===== config.mk =====
export PLATFORM = sky130hd
export DESIGN_NAME = if_id_buf
export DESIGN_NICKNAME = d
export VERILOG_FILES = /design/src/rtl/if_id_buf.sv
export SDC_FILE = /design/constraint.sdc
export NUM_CORES = 1
export LEC_CHECK = 0
export ABC_AREA = 0
export CAP_MARGIN = 20
export CORE_ASPECT_RATIO = 1.4
export CORE_MARGIN = 1.5
export CORE_UTILIZATION = 35
export CTS_CLUSTER_DIAMETER = 30
export DETAILED_ROUTE_END_ITERATION = 16
export GPL_TIMING_DRIVEN = 0
export PLACE_DENSITY_LB_ADDON = 0.05
export SYNTH_ARGS = -nofsm -noshare
export SYNTH_HDL_FRONTEND = slang
export SYNTH_SLANG_ARGS = --single-unit

===== constraint.sdc =====
create_clock -name clk -period 1.6 [get_ports clk]
set_input_delay 0.24 -clock clk [delete_from_list [all_inputs] [get_ports clk]]
set_output_delay 0.24 -clock clk [all_outputs]
set_load 0.005 [all_outputs]

===== src/rtl/if_id_buf.sv =====
// Two-entry elastic buffer between instruction fetch and decode.
// Holds the output entry plus one skid entry so synchronous imem data survives decode stalls.
module if_id_buf #(
   parameter int              XLEN  = 32,
   parameter logic [XLEN-1:0] NOP   = 32'h00000013,
   parameter int              CNT_W = 16
) (
   input  logic             clk,
   input  logic             rst,
   input  logic             if_valid,
   input  logic [XLEN-1:0]  if_pc,
   input  logic [XLEN-1:0]  if_inst,
   output logic             if_ready,
   input  logic             stall,
   input  logic             flush,
   output logic             id_valid,
   output logic [XLEN-1:0]  id_pc,
   output logic [XLEN-1:0]  id_inst,
   output logic [CNT_W-1:0] bubble_cnt
);

   typedef enum logic [1:0] {
      S_EMPTY = 2'd0,
      S_ONE   = 2'd1,
      S_FULL  = 2'd2
   } state_t;

   state_t            state_reg, state_next;
   logic [XLEN-1:0]   out_pc_reg, out_inst_reg;
   logic [XLEN-1:0]   skid_pc_reg, skid_inst_reg;
   logic [CNT_W-1:0]  bubble_cnt_reg;

   logic accept, advance;
   logic load_out, out_from_skid, load_skid;

   assign if_ready = ~rst & (state_reg != S_FULL);
   assign id_valid = (state_reg != S_EMPTY);
   assign accept   = if_valid & if_ready;
   assign advance  = id_valid & ~stall;

   always_comb begin
      state_next    = state_reg;
      load_out      = 1'b0;
      out_from_skid = 1'b0;
      load_skid     = 1'b0;
      if (flush) begin
         // Squash everything, including a pair accepted this very cycle.
         state_next = S_EMPTY;
      end else begin
         case (state_reg)
            S_EMPTY: begin
               if (accept) begin
                  state_next = S_ONE;
                  load_out   = 1'b1;
               end
            end
            S_ONE: begin
               if (advance && accept) begin
                  load_out = 1'b1;
               end else if (advance) begin
                  state_next = S_EMPTY;
               end else if (accept) begin
                  state_next = S_FULL;
                  load_skid  = 1'b1;
               end
            end
            S_FULL: begin
               if (advance) begin
                  state_next    = S_ONE;
                  load_out      = 1'b1;
                  out_from_skid = 1'b1;
               end
            end
            default: state_next = S_EMPTY;
         endcase
      end
   end

   always_ff @(posedge clk) begin
      if (rst) begin
         state_reg     <= S_EMPTY;
         out_pc_reg    <= '0;
         out_inst_reg  <= NOP;
         skid_pc_reg   <= '0;
         skid_inst_reg <= NOP;
      end else begin
         state_reg <= state_next;
         if (load_out) begin
            out_pc_reg   <= out_from_skid ? skid_pc_reg   : if_pc;
            out_inst_reg <= out_from_skid ? skid_inst_reg : if_inst;
         end
         if (load_skid) begin
            skid_pc_reg   <= if_pc;
            skid_inst_reg <= if_inst;
         end
      end
   end

   // Counts bubble cycles seen by decode; saturates instead of wrapping.
   always_ff @(posedge clk) begin
      if (rst) begin
         bubble_cnt_reg <= '0;
      end else if (!id_valid && (bubble_cnt_reg != {CNT_W{1'b1}})) begin
         bubble_cnt_reg <= bubble_cnt_reg + {{(CNT_W-1){1'b0}}, 1'b1};
      end
   end

   assign id_pc      = id_valid ? out_pc_reg   : '0;
   assign id_inst    = id_valid ? out_inst_reg : NOP;
   assign bubble_cnt = bubble_cnt_reg;

endmodule


==> impl_metrics.tcl <==
set metrics [dict create \
    clk_pin_slew_ns 0.06 \
    hold_viol 0 \
    coreArea_mm2 0.01914 \
    cpMostUsedCell "clkbuf_16" \
    setup_viol 139 \
    synth_fp_nets 897 \
    hold_path_depth 3 \
    end_kind "primary output" \
    place.gp.congestion 0.7506 \
    yosys.area.top_type "dfxtp_1" \
    yosysMostFrequentCell "dfxtp_1" \
    critical_path.startpoint_type "flip-flop" \
    slew_headroom_pct 54.77 \
    fin_ws_ns -0.3542 \
    synthCells 827 \
    row_count 60 \
    grtUsageTotal_pct 22.58 \
    synth_top_area_share_pct 42.81 \
    fmax_mhz 511.7 \
    ys_seq_area_share_pct 42.81 \
    synth-seq-cells 146 \
    drc 0 \
    multi_input_area_mm2 0.003980 \
    hold_start "rst" \
    violations "setup timing" \
    gr-total-overflow 0 \
    synth_common_cells "dfxtp_1 (146), a21oi_1 (134), nand2_1 (133), or3_1 (65), mux2i_1 (64)" \
    ios 151 \
    reg2reg_depth 9 \
    r2r-end "out_pc_reg[27]" \
    drt_iter0_drc 410 \
    drt_wl_total_mm 23.04 \
    worst_path_max_delay_cell "dfxtp_4" \
    fin_crit_ns 1.954 \
    yosys-top-cells-area "dfxtp_1 (43%), a21oi_1 (9.8%), mux2i_1 (9.4%)" \
    ant_nets 0 \
    dr.pass1.iters 5 \
    cts_buffer_depth 2 \
    whs_ns 0.2283 \
    post_drt_wl_per_cell_um 17.60 \
    pwr_density_cell_mw_per_mm2 797.5 \
    die_w_um 121.0 \
    grt_pass1_wl_mm 35.74 \
    htreeDepth 4 \
    vias_per_cell 5.077 \
    clkLatencyLatePin_ns 0.42 \
    netlist_area_mm2 0.006828 \
    diodes 0 \
    ff2ff_setup_slack_ns -0.32 \
    hold_class "input port to flip-flop" \
    finalPower_mw 8.693 \
    vias 6646 \
    tightest_slew_ns 0.6785 \
    finClkSkew_ns 0.007911 \
    slew_violations 0 \
    dpl.hpwl_mm 14.67 \
    fp.dieArea_mm2 0.02037 \
    irDropWorstVdd_uv 648.9 \
    crit_chain "buf_12 -> nor2_4 -> inv_4 -> clkbuf_16 -> clkbuf_16 -> and2_4 -> buf_6" \
    synth_edf_count 0 \
    reg2reg_from "state_reg[0]" \
    clock_sinks 146 \
    status "finished with violations" \
    fill_cells 1776 \
    die_height_um 168.3 \
    grt_max_degree 17 \
    regArea_mm2 0.002979 \
    numPortBuffers 150 \
    critPathMaxFanout 7 \
    start_util_pct 35.67 \
    cap_violations 0 \
    setup.worst_path.start "state_reg[0]" \
    yosys_warnings 0 \
    timing.final.crit_share_pct 122.1 \
    synth.distinct_cells 43 \
    async_reset_ff_share_pct 0 \
    p_leak_nw 3.926 \
    layout-drive-gt1-share_pct 31.48 \
    fin_nets 1118 \
    arrival_ns 1.71 \
    max_stage_delay_ns 0.36 \
    ctsHoldBuffers 0 \
    min_to "bubble_cnt[15]" \
    ys.flop_type "dfxtp_1" \
    grt_setup_unrepaired "true" \
    syn_avg_cell_area_um2 8.256 \
    grt_pass1_vias 6490 \
    cp.required_ns 1.36 \
    cts_tree "done" \
    antenna_found_initial 0 \
    clockRootBuffer "clkbuf_16" \
    path_class "flip-flop to primary output" \
    cts_buffers 17 \
    syn2layout_area_growth_pct 59.65 \
]
layout make-up:
type / instances / area share [%]
Tap cell: 248 / 2.847
Clock inverter: 12 / 1.240
Clock buffer: 20 / 4.098
Inverter: 5 / 0.1951
Timing Repair Buffer: 205 / 21.43
Sequential cell: 146 / 27.33
Multi-Input combinational cell: 602 / 36.51
Buffer: 71 / 6.348
worst max-delay path by stage:
stage / end / slack (ns)
floorplan: bubble_cnt[13] / -0.002
finish: id_inst[31] / -0.35
global route: id_inst[31] / -0.38
detailed placement: if_ready / -1.47
CTS: id_inst[31] / -0.34
global placement: if_ready / -1.45
repair_timing:
action,in CTS,in global routing
setup buffers,32,9
pin swaps,113,28
endpoints found under the setup margin,218,210
hold endpoints to repair,0,0
gates cloned,14,1
resized for setup,514,103
cells in the final DEF (no fill, tap or decap), types with 8 or more instances in the layout:
| cell | Yosys | routed |
|---|---|---|
| nand2_1 | 133 | 133 |
| dfxtp_1 | 146 | 129 |
| a21oi_1 | 134 | 116 |
| clkdlybuf4s50_1 | 0 | 78 |
| buf_6 | 2 | 70 |
| or3_1 | 65 | 65 |
| mux2i_1 | 64 | 62 |
| and2_4 | 0 | 61 |
| o21ai_0 | 62 | 58 |
| buf_4 | 0 | 28 |
| clkbuf_16 | 0 | 27 |
| clkbuf_1 | 58 | 24 |
| a21oi_2 | 0 | 18 |
| buf_12 | 6 | 15 |
| dfxtp_4 | 0 | 14 |
| buf_8 | 0 | 13 |
| clkbuf_2 | 0 | 11 |
| o21ai_1 | 6 | 10 |
| clkbuf_8 | 0 | 9 |
| clkbuf_4 | 0 | 9 |
| nor2_1 | 9 | 8 |
| nand3_1 | 10 | 8 |
report_power, final:
part	switching, mW	total (mW)	internal [mW]
Clock	1.63	3.97	2.34
Sequential	0.0497	3.74	3.69
Combinational	0.471	0.978	0.508
cell families (layout without fill, tap and decap cells):
| kind of cell | Yosys count | in the layout | synth area share (%) |
|---|---|---|---|
| AND/OR/NAND/NOR | 315 | 315 | 24.17 |
| flip-flops | 146 | 146 | 42.81 |
| buffers and inverters | 79 | 313 | 6.047 |
| XOR/XNOR | 1 | 1 | 0.1283 |
| multiplexers | 69 | 69 | 10.21 |
| AO/OA/AOI/OAI | 216 | 216 | 16.46 |
| adder cells (fa/ha/maj) | 1 | 1 | 0.1832 |
layer usage:
metal	track usage, %	up-vias	part of all wire (%)
met5	0	-	0
met4	6.803	0	1.7
met3	4.743	29	4.5
met2	39.87	163	53
met1	27.32	3136	41
li1	-	3318	-
through the flow:
stage	cell area, um^2	TNS [ns]	setup WS (ns)	instances	utilization (%)
global route	10900	-41.07	-0.3811	1309	56.94
floorplan	6855	-0.004632	-0.002322	827	-
global placement	8667	-209.83	-1.452	1225	45.27
detailed placement	8667	-209.76	-1.473	1225	45.27
CTS	10460	-36.93	-0.3401	1302	54.63
finish	10900	-34.06	-0.3542	1309	56.94
worst max-delay path, delay by kind of cell (launching register included):
kind	cells	cell delay (ns)
buf+inv	5	0.66
flops	1	0.36
simple gates	2	0.27
Note: power is estimated with default switching activity, not from simulation.
==> RTL edit 1: new RTL, same settings <==
`CNT_W`: 16 -> 20.
--- a/src/rtl/if_id_buf.sv
+++ b/src/rtl/if_id_buf.sv
@@ -3,7 +3,7 @@
 module if_id_buf #(
    parameter int              XLEN  = 32,
    parameter logic [XLEN-1:0] NOP   = 32'h00000013,
-   parameter int              CNT_W = 16
+   parameter int              CNT_W = 20
 ) (
    input  logic             clk,
    input  logic             rst,
Ports: changed (resized bubble_cnt); port bits go from 151 to 155. No check against the original RTL was run, so the function may have changed too.
==> RTL edit 1 against the unedited design <==
The flow still finishes with violations (negative setup slack); synthesized area down 4.1%; non-clock buffer count up 16; fmax up 0.92%; worst setup slack better by 0.018 ns; largest power group unchanged; sequential share of layout area down 0.42 points; largest cell class unchanged; cell count down 2.2%; sequential cell count up 4; total power up 9.4%; hold slack better by 0.037 ns; wire length down 4.6%; final area up 4.5%.
==> RTL edit 1: results (changes against the unedited design) <==
* Met3 usage at 0.05041 (+0.002989)
* Outcome: finished, violations left
* Post-Place Cell Area at 0.008419 mm2 (-2.9%)
* Via count of the first global-routing pass at 6290 (-3.1%)
* Actual slew at the worst max-slew pin at 0.8023 ns (+0.1239 ns)
* Synth Net Count at 844 (-5.9%)
* Setup slack of the critical path after layout at -0.3364 ns (+0.01776 ns)
* Final net count at 1093 (-2.2%)
* Total Negative Setup Slacks at -27.86 ns (+6.199 ns)
* Synth top area cells: sky130_fd_sc_hd__dfxtp_1 46%, sky130_fd_sc_hd__mux2i_1 9.9%, sky130_fd_sc_hd__nand2_1 7.8%
* Most frequent cells after synthesis: 150 x sky130_fd_sc_hd__dfxtp_1, 136 x sky130_fd_sc_hd__nand2_1, 84 x sky130_fd_sc_hd__nor2_1
* Final GP Congestion at 0.8375 (+12%)
* Initial drt markers at 269 (-34%)
* VDD IR max at 0.5970 mV (-8.0%)
* Total of endpoints with negative setup slack in the final report at 147 (+5.8%)
* Violated checks: negative setup slack
* Buffers on Ports at 151 (+0.67%)
* Met2 usage at 0.4041 (+0.005354)
* # fillers at 1587 (-11%)
* HPWL after detailed placement at 13.59 mm (-7.3%)
* First-pass GRT wire length at 32.98 mm (-7.7%)
* Leakage dissipation at 0.004350 uW (+11%)
* Synth cell types at 38 (-12%)
* Share of layout cells above drive strength 1 at 0.4122 (+0.09736)
* Worst clock skew at 0.006740 ns (-0.001171 ns)
* Fraction of the yosys area taken by sequential cells at 0.4586 (+0.03055)
RTL edit 1: critical path, delay by kind of cell, from the launching register on:
kind                   cells  cell delay [ns]
flip-flops                 1             0.36
buffers and inverters      5             0.61
AND/OR/NAND/NOR            2             0.28
RTL edit 1: cell type report:
class / count / area (um2) / share of cell area
inverters: 5 / 23.77 / 0.002087
multi-input cells: 557 / 4140 / 0.3635
clock buffers: 19 / 452.9 / 0.03976
plain buffers: 52 / 569.3 / 0.04998
repair buffers: 240 / 2639 / 0.2317
clock inverters: 13 / 195.2 / 0.01714
flip-flops and latches: 150 / 3065 / 0.2691
well taps: 244 / 305.3 / 0.02680
RTL edit 1: power by group through the flow:
stage               Combinational [uW]  Clock, uW  Sequential, uW
floorplan                          352          0            3970
global route                      1310       4610            3910
finish                            1220       4390            3900
CTS                               1060       4460            3890
global placement                   719          0            3980
detailed placement                 732          0            3990
RTL edit 1: per-stage QoR:
| stage | instances | worst slack [ns] |
|---|---|---|
| 4_1_cts | 1269 | -0.3723 |
| 2_1_floorplan | 774 | -0.2602 |
| 5_1_grt | 1280 | -0.3827 |
| 6_report | 1280 | -0.3364 |
| 3_3_place_gp | 1169 | -1.140 |
| 3_5_place_dp | 1169 | -1.128 |
RTL edit 1: worst paths after layout:
| check | depth (start not counted) | end | slack, ns | startpoint |
|---|---|---|---|---|
| min | 3 | state_reg[1] | 0.27 | stall |
| max | 7 | id_pc[28] | -0.34 | state_reg[1] |
| min reg2reg | 2 | skid_inst_reg[16] | 0.45 | skid_inst_reg[16] |
| max reg2reg | 5 | bubble_cnt[19] | -0.29 | bubble_cnt[5] |
RTL edit 1: what timing repair did:
item	CTS	global route
pin swaps	95	50
cloned	17	3
buffers inserted	52	22
gates resized for setup	513	230
setup endpoints to repair	228	222
RTL edit 1: metal layers:
layer  wire (um)  part of all wire
met1        8919              0.41
met4         417             0.019
met2       11870              0.54
met3         767             0.035
met5           0                 0
RTL edit 1: kinds of logic after synthesis:
family	share of synthesized area
compound gates	0.1412
xor+xnor	0.01605
buf+inv	0.04204
fa+ha+maj	0.001911
mux	0.1062
flops	0.4586
simple gates	0.2339
==> RTL edit 2: new RTL, same flow settings <==
Without the edit above. Register the output `bubble_cnt` once more, cleared by the reset; this adds one clock of latency there. The other outputs are not delayed to match.
--- a/src/rtl/if_id_buf.sv
+++ b/src/rtl/if_id_buf.sv
@@ -107,7 +107,13 @@
 
    assign id_pc      = id_valid ? out_pc_reg   : '0;
    assign id_inst    = id_valid ? out_inst_reg : NOP;
-   assign bubble_cnt = bubble_cnt_reg;
+   always_ff @(posedge clk) begin
+      if (rst) begin
+         bubble_cnt <= '0;
+      end else begin
+         bubble_cnt <= bubble_cnt_reg;
+      end
+   end
 
 endmodule
 
Function: changed (a bounded check fails within 4 cycles, from zero or initial values and one cycle with rst high).
==> RTL edit 2 against the unedited design <==
The flow still finishes with violations (negative setup slack); hold slack improved by 0.0077 ns; combinational power decreased by 4.4%; worst setup slack got worse by 0.045 ns; register-to-register slack got worse by 0.04 ns; clock power decreased by 2%; wire length decreased by 3.0%; via count increased by 0.20%; total power increased by 3.2%; final area decreased by 1.4%; synthesized area increased by 4.6%; sequential cell count increased by 16; count of clock-buffer cells in the layout unchanged; critical path type unchanged.
==> RTL edit 2: results (changes against the unedited design) <==
* Crit-path max cell delay at 0.38 ns (+0.02 ns)
* HPWL after detailed placement at 14.84 mm (+1.2%)
* Sum of routed wire length over all layers at 22.33 mm (-3.0%)
* Highest fanout seen on the critical path at 9 (+2)
* Clk_lat worst skew at about 0.43 ns
* Share of flip-flops with an asynchronous set or reset at 0 (unchanged)
* Total routing resource utilization after global routing at 0.2105 (-0.01533)
* Total Negative Setup Slacks at -37.98 ns (-3.920 ns)
* 1st-pass router iterations at 5 (unchanged)
* Final GP Congestion at 0.7492 (-0.19%)
* First-pass GRT wire length at 34.16 mm (-4.4%)
* Worst-case setup slack after placement at -1.489 ns (-0.01581 ns)
* R2R Path Start: state_reg[1]
* Mapped Avg Cell Area at 8.363 um2 (+1.3%)
* Outcome: finished, violations left
* Synth cell types at 38 (-12%)
* Hold Path Class: input port to flop
* Clock edge transition at the registers on the reported setup and hold paths at about 0.070 ns
* Share of layout cells above drive strength 1 at 0.2431 (-0.07168)
* Min-Delay Startpoint: rst
* Post-Place Cell Area at 0.009035 mm2 (+4.2%)
* Critical path's top delay family: buffers and inverters
* Kind of critical path: flop to output pin
* Worst slew margin relative to its limit at 0.5836 (+0.03587)
* Synth Net Count at 924 (+3.0%)
* Largest net degree at the start of global routing at 17 (unchanged)
* Number of antenna violations at the first check in global routing at 1 (+1)
* Leakage dissipation at 0.003831 uW (-2.4%)
* Synth top area cells: sky130_fd_sc_hd__dfxtp_1 45%, sky130_fd_sc_hd__a21oi_1 9.4%, sky130_fd_sc_hd__mux2i_1 9.0%
* Antenna fix cells at 0 (unchanged)
* Initial drt markers at 328 (-20%)
* Synth warnings at 0 (unchanged)
* CTS buffer count at 17 (unchanged)
* Net Switching at 2282 uW (+6.0%)
* Detailed-route via count at 6659 (+0.20%)
* VDD IR max at 0.6350 mV (-2.1%)
* Setup slack of the critical path after layout at -0.3994 ns (-0.04524 ns)
* Via count of the first global-routing pass at 6399 (-1.4%)
* Maximum level of the CTS H-tree at 4 (unchanged)
* Fraction of the yosys area taken by sequential cells at 0.4541 (+0.02603)
* Placed cell count at 1256 (+2.5%)
* Most frequent cells after synthesis: 162 x sky130_fd_sc_hd__dfxtp_1, 134 x sky130_fd_sc_hd__a21oi_1, 133 x sky130_fd_sc_hd__nand2_1
* Worst clock skew at 0.009473 ns (+0.001562 ns)
* Vias per cell at 4.962 (-2.3%)
* Violated checks: negative setup slack
* Critical path data arrival time at 1.76 ns (+0.05 ns)
* Root Driver: sky130_fd_sc_hd__clkbuf_16
* Final net count at 1147 (+2.6%)
* Total of endpoints with negative setup slack in the final report at 200 (+44%)
-- RTL edit 2: cells by family (layout without fill, tap and decap cells) --
kind of cell    count (synthesis)  after routing  share of synthesized area
mux                            68             68                    0.09600
buf+inv                        78            314                    0.04888
flops                         162            162                     0.4541
fa+ha+maj                       1              1                   0.001752
compound gates                212            212                     0.1545
simple gates                  333            333                     0.2447
-- RTL edit 2: layout make-up --
| type | instances | area (um2) |
|---|---|---|
| clock inverter | 12 | 98.84 |
| multi-input combinational | 614 | 3855 |
| timing repair buffer | 210 | 2166 |
| fill | 1885 | 9168 |
| tap | 252 | 315.3 |
| buffer | 68 | 579.3 |
| sequential | 162 | 3262 |
| inverter | 4 | 20.02 |
| clock buffer | 20 | 456.7 |
-- RTL edit 2: timing repair --
item / CTS / global route
pin swaps: 40 / 17
cloned: 6 / 3
gates resized for setup: 390 / 80
setup endpoints to repair: 213 / 208
setup buffers: 34 / 17
-- RTL edit 2: power groups by stage --
stage	sequential, uW	clock, uW	combinational (uW)
5_1_grt	4160	4110	1010
2_1_floorplan	4230	0	332
6_report	4160	3880	935
3_3_place_gp	4240	0	726
4_1_cts	4150	3960	900
3_5_place_dp	4240	0	725
-- RTL edit 2: worst paths after layout --
path / to / slack [ns] / cells past startpoint
setup / recovery: id_inst[9] / -0.40 / 7
setup reg to reg: bubble_cnt_reg[8] / -0.36 / 7
hold / removal: bubble_cnt[10] / 0.24 / 3
hold reg to reg: skid_inst_reg[15] / 0.45 / 2
-- RTL edit 2: layer usage --
metal,up-vias,share of wire,track usage
li1,3399,-,-
met1,3115,0.44,0.2599
met2,133,0.51,0.3666
met3,12,0.040,0.04716
met4,0,0.0088,0.05497
met5,-,0,0
